File: config.mk
export PLATFORM = sky130hd
export DESIGN_NAME = unit_input_dispatch
export DESIGN_NICKNAME = d
export VERILOG_FILES = /design/src/rtl/unit_input_dispatch_pkg.sv /design/src/rtl/unit_input_dispatch_rr_select.sv /design/src/rtl/unit_input_dispatch.sv
export SDC_FILE = /design/constraint.sdc
export NUM_CORES = 1
export LEC_CHECK = 0
export ABC_AREA = 1
export CAP_MARGIN = 15
export CORE_MARGIN = 2
export CORE_UTILIZATION = 58
export CTS_CLUSTER_SIZE = 14
export DETAILED_ROUTE_END_ITERATION = 6
export GPL_TIMING_DRIVEN = 0
export PLACE_DENSITY = 0.91
export SLEW_MARGIN = 25
export SYNTH_ARGS = -nofsm -noshare
export SYNTH_HDL_FRONTEND = slang
export SYNTH_HIERARCHICAL = 1
export SYNTH_SLANG_ARGS = --single-unit
File: constraint.sdc
create_clock -name CLK -period 7.8 [get_ports CLK]
set_clock_uncertainty 0.2 [all_clocks]
set_input_delay 0.78 -clock CLK [delete_from_list [all_inputs] [get_ports CLK]]
set_output_delay 0.78 -clock CLK [all_outputs]
set_load 0.02 [all_outputs]
File: src/rtl/unit_input_dispatch_pkg.sv
// unit_input_dispatch_pkg
//   Shared constants for the unit input bus: bus width, entry-point field
//   width, unit packet type codes, the dispatcher state encoding and the
//   msb() helper used to size counters.
package unit_input_dispatch_pkg;

    localparam int UNIT_INPUT_WIDTH = 8;
    localparam int ENTRY_PT_MSB     = 4;

    // Unit packet type codes, carried in header bits [PKT_TYPE_MSB:0]
    localparam int PKT_TYPE_DATA     = 0;
    localparam int PKT_TYPE_ENTRY_PT = 1;
    localparam int PKT_TYPE_MSB      = 2;

    typedef enum logic [2:0] {
        IDLE,
        HDR,
        DATA,
        DISCARD,
        CFG_HDR,
        CFG_END
    } disp_state_t;

    // Index of the highest set bit (0 for v == 0)
    function automatic int msb(input int v);
        int r;
        r = 0;
        for (int i = 0; i < 32; i++)
            if (v[i]) r = i;
        return r;
    endfunction

endpackage

File: src/rtl/unit_input_dispatch_rr_select.sv
// unit_input_dispatch_rr_select
//   Combinational round-robin search: first set bit of ready, starting at
//   ptr+1 and wrapping, so the unit at ptr is the last candidate.
//   ready  : per-unit ready mask
//   ptr    : index of the previously selected unit
//   onehot : selected unit as a one-hot vector
//   idx    : selected unit index
//   found  : at least one unit ready
module unit_input_dispatch_rr_select #(
    parameter int N_UNITS = 8,
    parameter int PW      = 3
) (
    input  logic [N_UNITS-1:0] ready,
    input  logic [PW-1:0]      ptr,
    output logic [N_UNITS-1:0] onehot,
    output logic [PW-1:0]      idx,
    output logic               found
);

    logic [PW-1:0] j;

    always_comb begin
        onehot = '0;
        idx    = '0;
        found  = 1'b0;
        j      = '0;
        for (int i = 1; i <= N_UNITS; i++) begin
            j = PW'((int'(ptr) + i) % N_UNITS);
            if (!found && ready[j]) begin
                found     = 1'b1;
                idx       = j;
                onehot[j] = 1'b1;
            end
        end
    end

endmodule

File: src/rtl/unit_input_dispatch.sv
// unit_input_dispatch
//   Takes 32-bit framed packets from the arbiter and serializes them onto the
//   narrow unit input bus. Data packets go to one ready unit chosen
//   round-robin; entry-point config packets are broadcast to every unit.
//   CLK          : clock, same as the units' WR_CLK
//   rst          : synchronous active-high reset
//   in_data/in_type/in_last/in_valid : arbiter word stream
//   in_rd_en     : word consumed this cycle (combinational)
//   out/out_ctrl : shared unit bus data and framing flag (registered)
//   out_wr_en    : per-unit write strobe (registered)
//   unit_ready   : unit can take a new data packet
//   unit_afull   : unit asks for writes to pause
//   err_overflow : sticky, a packet overran the unit input buffer
module unit_input_dispatch
    import unit_input_dispatch_pkg::*;
#(
    parameter int N_UNITS       = 8,
    parameter int INPUT_WIDTH   = UNIT_INPUT_WIDTH,
    parameter int RATIO         = 32 / INPUT_WIDTH,
    parameter int INPUT_N_WORDS = 128
) (
    input  logic                   CLK,
    input  logic                   rst,
    input  logic [31:0]            in_data,
    input  logic                   in_type,
    input  logic                   in_last,
    input  logic                   in_valid,
    output logic                   in_rd_en,
    output logic [INPUT_WIDTH-1:0] out,
    output logic                   out_ctrl,
    output logic [N_UNITS-1:0]     out_wr_en,
    input  logic [N_UNITS-1:0]     unit_ready,
    input  logic [N_UNITS-1:0]     unit_afull,
    output logic                   err_overflow
);

    localparam int CW = msb(INPUT_N_WORDS - 1) + 1;
    localparam int KW = msb(RATIO - 1) + 1;
    localparam int PW = msb(N_UNITS - 1) + 1;
    localparam int TW = PKT_TYPE_MSB + 1;

    disp_state_t               state;
    logic [PW-1:0]             rr, sel;
    logic [N_UNITS-1:0]        sel_1h;
    logic [CW-1:0]             cnt;
    logic [KW-1:0]             k;
    logic                      cfg_err;

    logic [N_UNITS-1:0]        rs_onehot;
    logic [PW-1:0]             rs_idx;
    logic                      rs_found;

    logic [RATIO-1:0][INPUT_WIDTH-1:0] subw;
    logic                      stall, last_sub, final_sub, ovf;

    unit_input_dispatch_rr_select #(.N_UNITS(N_UNITS), .PW(PW)) u_rr (
        .ready  (unit_ready),
        .ptr    (rr),
        .onehot (rs_onehot),
        .idx    (rs_idx),
        .found  (rs_found)
    );

    // LSB-first split of the arbiter word
    assign subw      = in_data[RATIO*INPUT_WIDTH-1:0];
    assign stall     = ~in_valid | unit_afull[sel];
    assign last_sub  = (k == KW'(RATIO - 1));
    assign final_sub = last_sub & in_last;
    // The buffer's last slot is reached before the packet ends: that subword
    // closes the packet early and the rest is thrown away.
    assign ovf       = (cnt == CW'(INPUT_N_WORDS - 1)) & ~final_sub;

    always_comb begin
        in_rd_en = 1'b0;
        case (state)
            DATA:    in_rd_en = ~stall & (last_sub | ovf);
            DISCARD: in_rd_en = in_valid;
            CFG_HDR: in_rd_en = in_valid;
            default: in_rd_en = 1'b0;
        endcase
    end

    always_ff @(posedge CLK) begin
        if (rst) begin
            state        <= IDLE;
            rr           <= PW'(N_UNITS - 1);
            sel          <= '0;
            sel_1h       <= '0;
            cnt          <= '0;
            k            <= '0;
            cfg_err      <= 1'b0;
            out          <= '0;
            out_ctrl     <= 1'b0;
            out_wr_en    <= '0;
            err_overflow <= 1'b0;
        end else begin
            out_wr_en <= '0;
            case (state)
                IDLE: begin
                    out_ctrl <= 1'b0;
                    if (in_valid && in_type == 1'(PKT_TYPE_ENTRY_PT)) begin
                        // config waits for every unit; nothing behind it can pass
                        if (&unit_ready) state <= CFG_HDR;
                    end else if (in_valid && in_type == 1'(PKT_TYPE_DATA) && rs_found) begin
                        sel    <= rs_idx;
                        sel_1h <= rs_onehot;
                        rr     <= rs_idx;
                        state  <= HDR;
                    end
                end
                HDR: begin
                    out       <= INPUT_WIDTH'(PKT_TYPE_DATA);
                    out_ctrl  <= 1'b1;
                    out_wr_en <= sel_1h;
                    cnt       <= '0;
                    k         <= '0;
                    state     <= DATA;
                end
                DATA: begin
                    if (!stall) begin
                        out       <= subw[k];
                        out_wr_en <= sel_1h;
                        cnt       <= cnt + 1'b1;
                        k         <= last_sub ? '0 : k + 1'b1;
                        if (ovf) begin
                            out_ctrl     <= 1'b1;
                            err_overflow <= 1'b1;
                            state        <= in_last ? IDLE : DISCARD;
                        end else begin
                            out_ctrl <= final_sub;
                            if (final_sub) state <= IDLE;
                        end
                    end
                end
                DISCARD: begin
                    out_ctrl <= 1'b0;
                    if (in_valid && in_last) state <= IDLE;
                end
                CFG_HDR: begin
                    // idle units never write their buffer, so afull is ignored
                    if (in_valid) begin
                        out       <= INPUT_WIDTH'({in_data[ENTRY_PT_MSB:0], TW'(PKT_TYPE_ENTRY_PT)});
                        out_ctrl  <= 1'b1;
                        out_wr_en <= '1;
                        cfg_err   <= ~in_last;
                        if (!in_last) err_overflow <= 1'b1;
                        state     <= CFG_END;
                    end
                end
                CFG_END: begin
                    out       <= '0;
                    out_ctrl  <= 1'b1;
                    out_wr_en <= '1;
                    state     <= cfg_err ? DISCARD : IDLE;
                end
                default: state <= IDLE;
            endcase
        end
    end

endmodule

==> results of run 1 <==
[kinds of logic after synthesis]
kind of cell	share of synthesized area, %
AOI/OAI and AO/OA	6.51
xor gates and xnor gates	0.648
adders and majority gates	2.47
buffers and inverters	11.7
DFF	22.2
and+or+nand+nor	56.4
[power by group]
part	internal (mW)	switching, mW	leakage [nW]
Clock	0.0621	0.0805	0.0412
Sequential	0.292	0.0466	0.367
Combinational	0.403	0.798	1.93
[layout make-up]
cell class	instances	area [um^2]
Multi-Input combinational cell	547	2680
Buffer	35	208
Tap cell	96	120
Sequential cell	45	901
Clock buffer	6	72.6
Fill cell	572	1840
Timing Repair Buffer	70	701
Clock inverter	1	8.76
Inverter	69	268
[metrics by stage]
stage | power, mW | instance area [um^2] | worst slack [ns]
2_1_floorplan | 1.19 | 4050 | 4.75
6_report | 1.68 | 4950 | 4.10
3_5_place_dp | 1.51 | 4870 | 4.20
4_1_cts | 1.65 | 4950 | 4.19
3_3_place_gp | 1.49 | 4870 | 4.26
5_1_grt | 1.82 | 4950 | 3.81
[state kept, by name, indices dropped and copies added, names as in the netlist, 2 cells and up]
register   cells
sel            3
cnt            7
rr             3
out_wr_en      8
state          3
k              2
out            8
sel_1h         8
[critical path: cells and delay by family, from the launching register on]
kind	cells	cell delay, ns
DFF	1	0.35
adders and majority gates	1	0.26
AOI/OAI and AO/OA	1	0.30
buffers and inverters	10	1.73
and+or+nand+nor	8	0.79
[placed cells by master (no fill, tap or decap), types with 2 or more instances in the layout]
| cell | count |
|---|---|
| nand2_1 | 198 |
| nand3_1 | 120 |
| nor2_1 | 85 |
| clkdlybuf4s50_1 | 70 |
| inv_1 | 52 |
| dfxtp_1 | 45 |
| nor3_1 | 30 |
| nand4_1 | 23 |
| a21oi_1 | 19 |
| o21ai_0 | 18 |
| buf_2 | 16 |
| inv_2 | 14 |
| clkbuf_1 | 11 |
| nand2_2 | 10 |
| nand3_2 | 9 |
| ha_1 | 8 |
| buf_6 | 6 |
| clkbuf_8 | 5 |
| nand2_4 | 3 |
| nor2_4 | 3 |
| buf_4 | 3 |
| nand3_4 | 2 |
| nand4_4 | 2 |
| o21ai_1 | 2 |
| a21oi_2 | 2 |
| o21ai_2 | 2 |
| nor2_2 | 2 |
| xor2_1 | 2 |
| o21bai_1 | 2 |
[how the worst max path moves through the flow]
stage / from / cells past startpoint / endpoint / slack, ns
2_1_floorplan: rr[0] / 22 / sel_1h[6] / 4.75
3_3_place_gp: rr[0] / 22 / sel_1h[2] / 4.26
3_5_place_dp: rr[0] / 22 / sel_1h[4] / 4.20
4_1_cts: rr[0] / 22 / sel_1h[4] / 4.19
5_1_grt: rr[0] / 22 / sel_1h[3] / 3.81
6_report: rr[0] / 20 / sel_1h[4] / 4.10
[metal layers]
layer	track usage (%)	part of all wire [%]	wire, um	vias to the layer above
met5	0	0	0	-
met3	6.79	9.8	1190	28
met1	40.9	43	5210	2228
li1	-	-	-	2439
met4	7.97	1.4	174	0
met2	52.8	46	5580	250
==> impl_summary.log, run 1 <==
INFO  metric drt.antenna.violating_nets = 0
INFO  metric yosysMostFrequentCell = nand2_1
INFO  metric worst-setup-path-type = flip-flop to flip-flop
INFO  metric hold_slack = roughly 0.26 ns
INFO  metric ys.flop_type = dfxtp_1
INFO  metric layout-drive-gt1-share = a little over a tenth
INFO  metric ys_seq_elements = 45
INFO  metric worst_setup_hold_path_clk_slew = ~0.090 ns
INFO  metric num_vias = around 5,000
INFO  metric total_leakage_power = between 2 and 2.5 nW
INFO  metric critPathCaptureType = flip-flop
INFO  metric area_growth = 22.3%
INFO  metric routed_wl = ~12 mm
INFO  metric crit_slowest_cell = dfxtp_1
INFO  metric worst-path-max-fanout = 10
INFO  metric clock_sinks = 45
INFO  metric die_area = about 7700 um^2
INFO  metric post-route-util = between 70% and 80%
INFO  metric ios = between 70 and 80
INFO  metric maximum_number_of_pins_on_one_net_before_global_route_repair = 14
INFO  metric worst-endpoint-required = 7.84 ns
INFO  metric holdCritStartpoint = err_overflow
INFO  metric post-place-cells = roughly 860
INFO  metric tritoncts = done
INFO  metric synthCells = about 700
INFO  metric gr-usage-all-layers = approximately a third
INFO  metric routedWlPerCell = ~14 um
INFO  metric fmax = 0.271 GHz
INFO  metric number_of_levels_the_h_tree_was_split_into = 2
INFO  metric first_pass_iters = 7
INFO  metric grt_first_pass_wirelength = about 20 mm
INFO  metric half_perimeter_wire_length_of_the_detailed_placement_result = 9.25 mm
INFO  metric finalNonFillerCells = 869
INFO  metric timing.reg2reg.setup_slack = 4.10 ns
INFO  metric timing_max_transition_violations_final = 0
INFO  metric delay_of_the_slowest_cell_on_the_worst_path = roughly 0.35 ns
INFO  metric place_congestion = 1.00
INFO  metric via_per_inst = between 5 and 6
INFO  metric worst_pin_slew = 0.545 ns
INFO  metric grt_setup_unrepaired = false
INFO  metric clock_tree.buffer_depth = 2
INFO  metric fin_crit_sh = 47.4%
INFO  metric drc_violation_count_after_routing = 0
INFO  metric vdd.ir_drop.worst = 0.179 mV
INFO  metric synth_warnings = 6
INFO  metric fp.dieH = between 80 and 90 um
INFO  metric layout_net_count = approximately 830
INFO  metric hold_buffers = 0
INFO  metric synth_largest_area_cell = dfxtp_1
INFO  metric netlist_top_cells_area = dfxtp_1 22%, nand2_1 18%, nand3_1 15%
INFO  metric cp_data_arrival_time = approximately 3.7 ns
INFO  metric syn_area_cell = approximately 5.8 um^2
INFO  metric root_buffer = clkbuf_8
INFO  metric worstHoldEndpoint = err_overflow
INFO  metric timing.final.crit_period = about 3.7 ns
INFO  metric worst-r2r-cell-count = 20
INFO  metric post_cts_setup_inserts = 0
INFO  metric ys_seq_area_share = around 22%
INFO  metric core-area = between 6000 and 7000 um^2
INFO  metric post_synth_num_cell_types = 35
INFO  metric core.rowCount = 30
INFO  metric post-synth-top-area-fraction = roughly 22%
INFO  metric postSynth.asyncResetShare = 0%
INFO  metric crit_path_cell_trace = buf_6 > inv_4 > buf_6 > buf_2 > ha_1 > buf_2 > inv_2 > buf_4 > nand3_1 > nand2_1 > nor2_1 > a31oi_2 > buf_2 > nand3b_1 > nand2_1 > nor2_1 > inv_1 > buf_2 > nor2_1 > nor2_1
INFO  metric grt_pass1_vias = ~4,500
INFO  metric cts-buffers-inserted = 5
INFO  metric number_of_buffers_inserted_by_port_buffering = 70
INFO  metric setup_tns = 0 ns
INFO  metric clk_latency = ~0.31 ns
INFO  metric globalRouteOverflowTotal = 0
INFO  metric maxSlewHeadroom = 63.7%
INFO  metric worstHoldPathCells = 2
INFO  metric detail_route.iter0.violations = 455
INFO  metric synth_nets = 757
INFO  metric yosys-top-cells-count = 198 x nand2_1, 120 x nand3_1, 85 x nor2_1
INFO  metric cts-resized-gates = 0
INFO  metric cp-start-kind = flip-flop
INFO  metric mappedNetlistArea = 4050 um^2
INFO  metric hold_path_class = flip-flop to flip-flop
INFO  metric run_status = finished, final reports clean
INFO  metric regToRegStartpoint = rr[0]
INFO  metric floorplan.initialDensity = 59.7%
INFO  metric die_width = a little under 90 um
INFO  metric cellPowerDensity = between 300 and 400 nW/um^2
INFO  metric n_antenna_cell = 0
INFO  metric setup_violations = 0
INFO  metric timing.rr.end = sel_1h[4]
INFO  metric antenna_found_initial = 0
INFO  metric hold_violations = 0
INFO  metric cap_viol_max_count = 0
INFO  metric synth_enable_flop_cells = 0
Note: power is estimated with default switching activity, not from simulation.
==> inputs of run 2 (changes only) <==
--- a/config.mk
+++ b/config.mk
@@ -8,11 +8,11 @@
 export ABC_AREA = 1
 export CAP_MARGIN = 15
 export CORE_MARGIN = 2
-export CORE_UTILIZATION = 58
+export CORE_UTILIZATION = 49
 export CTS_CLUSTER_SIZE = 14
 export DETAILED_ROUTE_END_ITERATION = 6
 export GPL_TIMING_DRIVEN = 0
-export PLACE_DENSITY = 0.91
+export PLACE_DENSITY = 0.82
 export SLEW_MARGIN = 25
 export SYNTH_ARGS = -nofsm -noshare
 export SYNTH_HDL_FRONTEND = slang
==> constraint.sdc (replaced) <==
create_clock -name CLK -period 3.1 [get_ports CLK]
set_clock_uncertainty 0.2 [all_clocks]
set_input_delay 0.31 -clock CLK [delete_from_list [all_inputs] [get_ports CLK]]
set_output_delay 0.31 -clock CLK [all_outputs]
set_load 0.02 [all_outputs]
==> run 2 against run 1 <==
  * Sequential cell count is the same
  * Critical path depth shrank 1
  * Cell area grew 2.6%
  * Final cell count grew 1.3%
  * Sequential power grew 150%
  * Via count shrank 1.7%
  * Count of clock-buffer cells in the layout shrank 1
==> impl_summary.log, run 2 (synthesis gave the netlist of run 1 again) <==
INFO  metric run_status = finished, final reports clean
INFO  metric die_width = approximately 95 um
INFO  metric die_area = 9010 um^2
INFO  metric worst_pin_slew = approximately 0.53 ns
INFO  metric timing.final.crit_period = approximately 2.9 ns
INFO  metric routed_wl = 12.6 mm
INFO  metric drt.antenna.violating_nets = 0
INFO  metric cellInternalPower = 2.05 mW
INFO  metric core.rowCount = 33
INFO  metric critPathCaptureType = flip-flop
INFO  metric root_buffer = clkbuf_8
INFO  metric worst_setup_hold_path_clk_slew = 0.10 ns
INFO  metric ios = around 70
INFO  metric detail_route.iter0.violations = 390
INFO  metric core-area = 8130 um^2
INFO  metric crit_slowest_cell = dfxtp_2
INFO  metric grt_first_pass_wirelength = ~20 mm
INFO  metric vdd.ir_drop.worst = about 0.80 mV
INFO  metric hold_path_class = input pin to flip-flop
INFO  metric worst-r2r-cell-count = 19
INFO  metric leading_cell_type_in_the_layout_fill_and_taps_excluded = nand2_1
INFO  metric via_per_inst = between 5 and 6
INFO  metric total_leakage_power = between 2 and 2.5 nW
INFO  metric maxSlewHeadroom = roughly 64%
INFO  metric worst-endpoint-required = approximately 3.1 ns
INFO  metric layout-drive-gt1-share = between 10% and 20%
INFO  metric post-route-util = ~62%
INFO  metric cellPowerDensity = around 870 nW/um^2
INFO  metric setup_violations = 0
INFO  metric cp-start-kind = flip-flop
INFO  metric post-place-cells = 871
INFO  metric routedWlPerCell = between 10 and 15 um
INFO  metric sw_frac_of_total = 53.9%
INFO  metric clock_sinks = 45
INFO  metric half_perimeter_wire_length_of_the_detailed_placement_result = a little under 10 mm
INFO  metric finalNonFillerCells = about 900
INFO  metric worstHoldPathCells = 2
INFO  metric p_sw = approximately 2.4 mW
INFO  metric num_vias = ~4,900
INFO  metric crit_path_cell_trace = buf_6 > inv_2 > ha_4 > inv_2 > buf_6 > nand3_1 > nand2_2 > nand2_1 > nand2_2 > nand4_4 > nor2_4 > buf_6 > nand3b_1 > nand2_2 > nor2_2 > inv_2 > buf_4 > nor2_1 > nor2_1
INFO  metric place_congestion = between 0.9 and 1
INFO  metric detailedPlace.worstSlack = -0.484 ns
INFO  metric antenna_found_initial = 0
INFO  metric layout_net_count = 835
INFO  metric drc_violation_count_after_routing = 0
INFO  metric cp_data_arrival_time = around 2.9 ns
INFO  metric number_of_buffers_inserted_by_port_buffering = 70
INFO  metric globalRouteOverflowTotal = 0
INFO  metric delay_of_the_slowest_cell_on_the_worst_path = between 0.3 and 0.4 ns
INFO  metric reg_top3 = out x8, out_wr_en x8, sel_1h x8
INFO  metric hold_violations = 0
INFO  metric clk_latency = just over 0.3 ns
INFO  metric cpLargestDelayFamily = simple AND/OR/NAND/NOR gates
INFO  metric power_frac_seq = between 10% and 20%
INFO  metric power.combinational.fraction = a little over two thirds
INFO  metric cts-buffers-inserted = 5
INFO  metric gr-usage-all-layers = 27.9%
INFO  metric timing_max_transition_violations_final = 0
INFO  metric timing.reg2reg.setup_slack = approximately 0.18 ns
INFO  metric n_antenna_cell = 0
INFO  metric p_clk_share = about a tenth
INFO  metric smallest_setup_slack_after_layout = between 0.15 and 0.2 ns
INFO  metric grt_setup_unrepaired = false
INFO  metric fin_crit_sh = between 90% and 100%
INFO  metric fmax = about 0.34 GHz
INFO  metric final_cell_mix = 193 x nand2_1, 120 x nand3_1, 84 x nor2_1, 70 x clkdlybuf4s50_1, 51 x inv_1
INFO  metric tritoncts = done
INFO  metric worst-setup-path-type = flip-flop to flip-flop
INFO  metric design_power_total = ~4.4 mW
INFO  metric grt_pass1_vias = 4,530
INFO  metric fp.dieH = 94.9 um
INFO  metric worst-path-max-fanout = 10
INFO  metric floorplan.initialDensity = approximately 50%
INFO  metric area_growth = 25.4%
INFO  metric maximum_number_of_pins_on_one_net_before_global_route_repair = 20
INFO  metric setup_tns = 0 ns
INFO  metric clock_tree.buffer_depth = 2
INFO  metric first_pass_iters = 5
INFO  metric crit_cells = 19
INFO  metric cap_viol_max_count = 0
INFO  metric number_of_levels_the_h_tree_was_split_into = 2
INFO  metric path_buf_inv = 7
run 2: cell count changes in the layout (fill, tap and decap cells not counted), moves of 2 or more:
| cell | before | now |
|---|---|---|
| buf_6 | 6 | 8 |
| o21ai_1 | 2 | 6 |
| buf_2 | 16 | 10 |
| nand2_2 | 10 | 15 |
| dfxtp_1 | 45 | 42 |
| o21ai_0 | 18 | 14 |
| buf_4 | 3 | 7 |
| dfxtp_2 | 0 | 3 |
| nand2_1 | 198 | 193 |
run 2: layout make-up:
cell class              instances  area (um^2)
inverters                      69          268
repair buffers                 73          723
clock inverters                 3         50.0
plain buffers                  33          228
multi-input cells             547         2710
clock buffers                   5         68.8
fillers                       749         3050
flip-flops and latches         45          905
well taps                     105          131
run 2: per-stage QoR:
stage	instance area, um^2	hold WS [ns]
detailed placement	4880	0.257
finish	5080	0.216
global placement	4880	0.240
global route	5080	0.225
floorplan	4050	0.237
CTS	5060	0.203
run 2: power groups by stage:
stage,registers [mW],logic [mW],clock network [mW]
finish,0.847,3.12,0.473
floorplan,0.934,2.07,0
global placement,0.849,2.94,0
CTS,0.844,3.04,0.470
global route,0.864,3.41,0.495
detailed placement,0.855,2.97,0
run 2: timing repair:
| item | in CTS | in global routing |
|---|---|---|
| setup buffers | 3 | 0 |
| pin swaps | 1 | 2 |
| hold buffers | 0 | 0 |
| setup endpoints to repair | 17 | 17 |
| resized for setup | 18 | 8 |
run 2: path summary, 6_finish.rpt:
path,from,end
setup / recovery,rr[1],sel_1h[4]
hold / removal,rst,cfg_err
setup reg to reg,rr[1],sel_1h[4]
hold reg to reg,err_overflow,err_overflow
run 2: per-layer routing:
| layer | wire length (um) | GRT usage [%] |
|---|---|---|
| met4 | 351 | 10.9 |
| met3 | 756 | 3.11 |
| met1 | 5400 | 34.2 |
| met2 | 6080 | 49.7 |
| met5 | 0 | 0 |
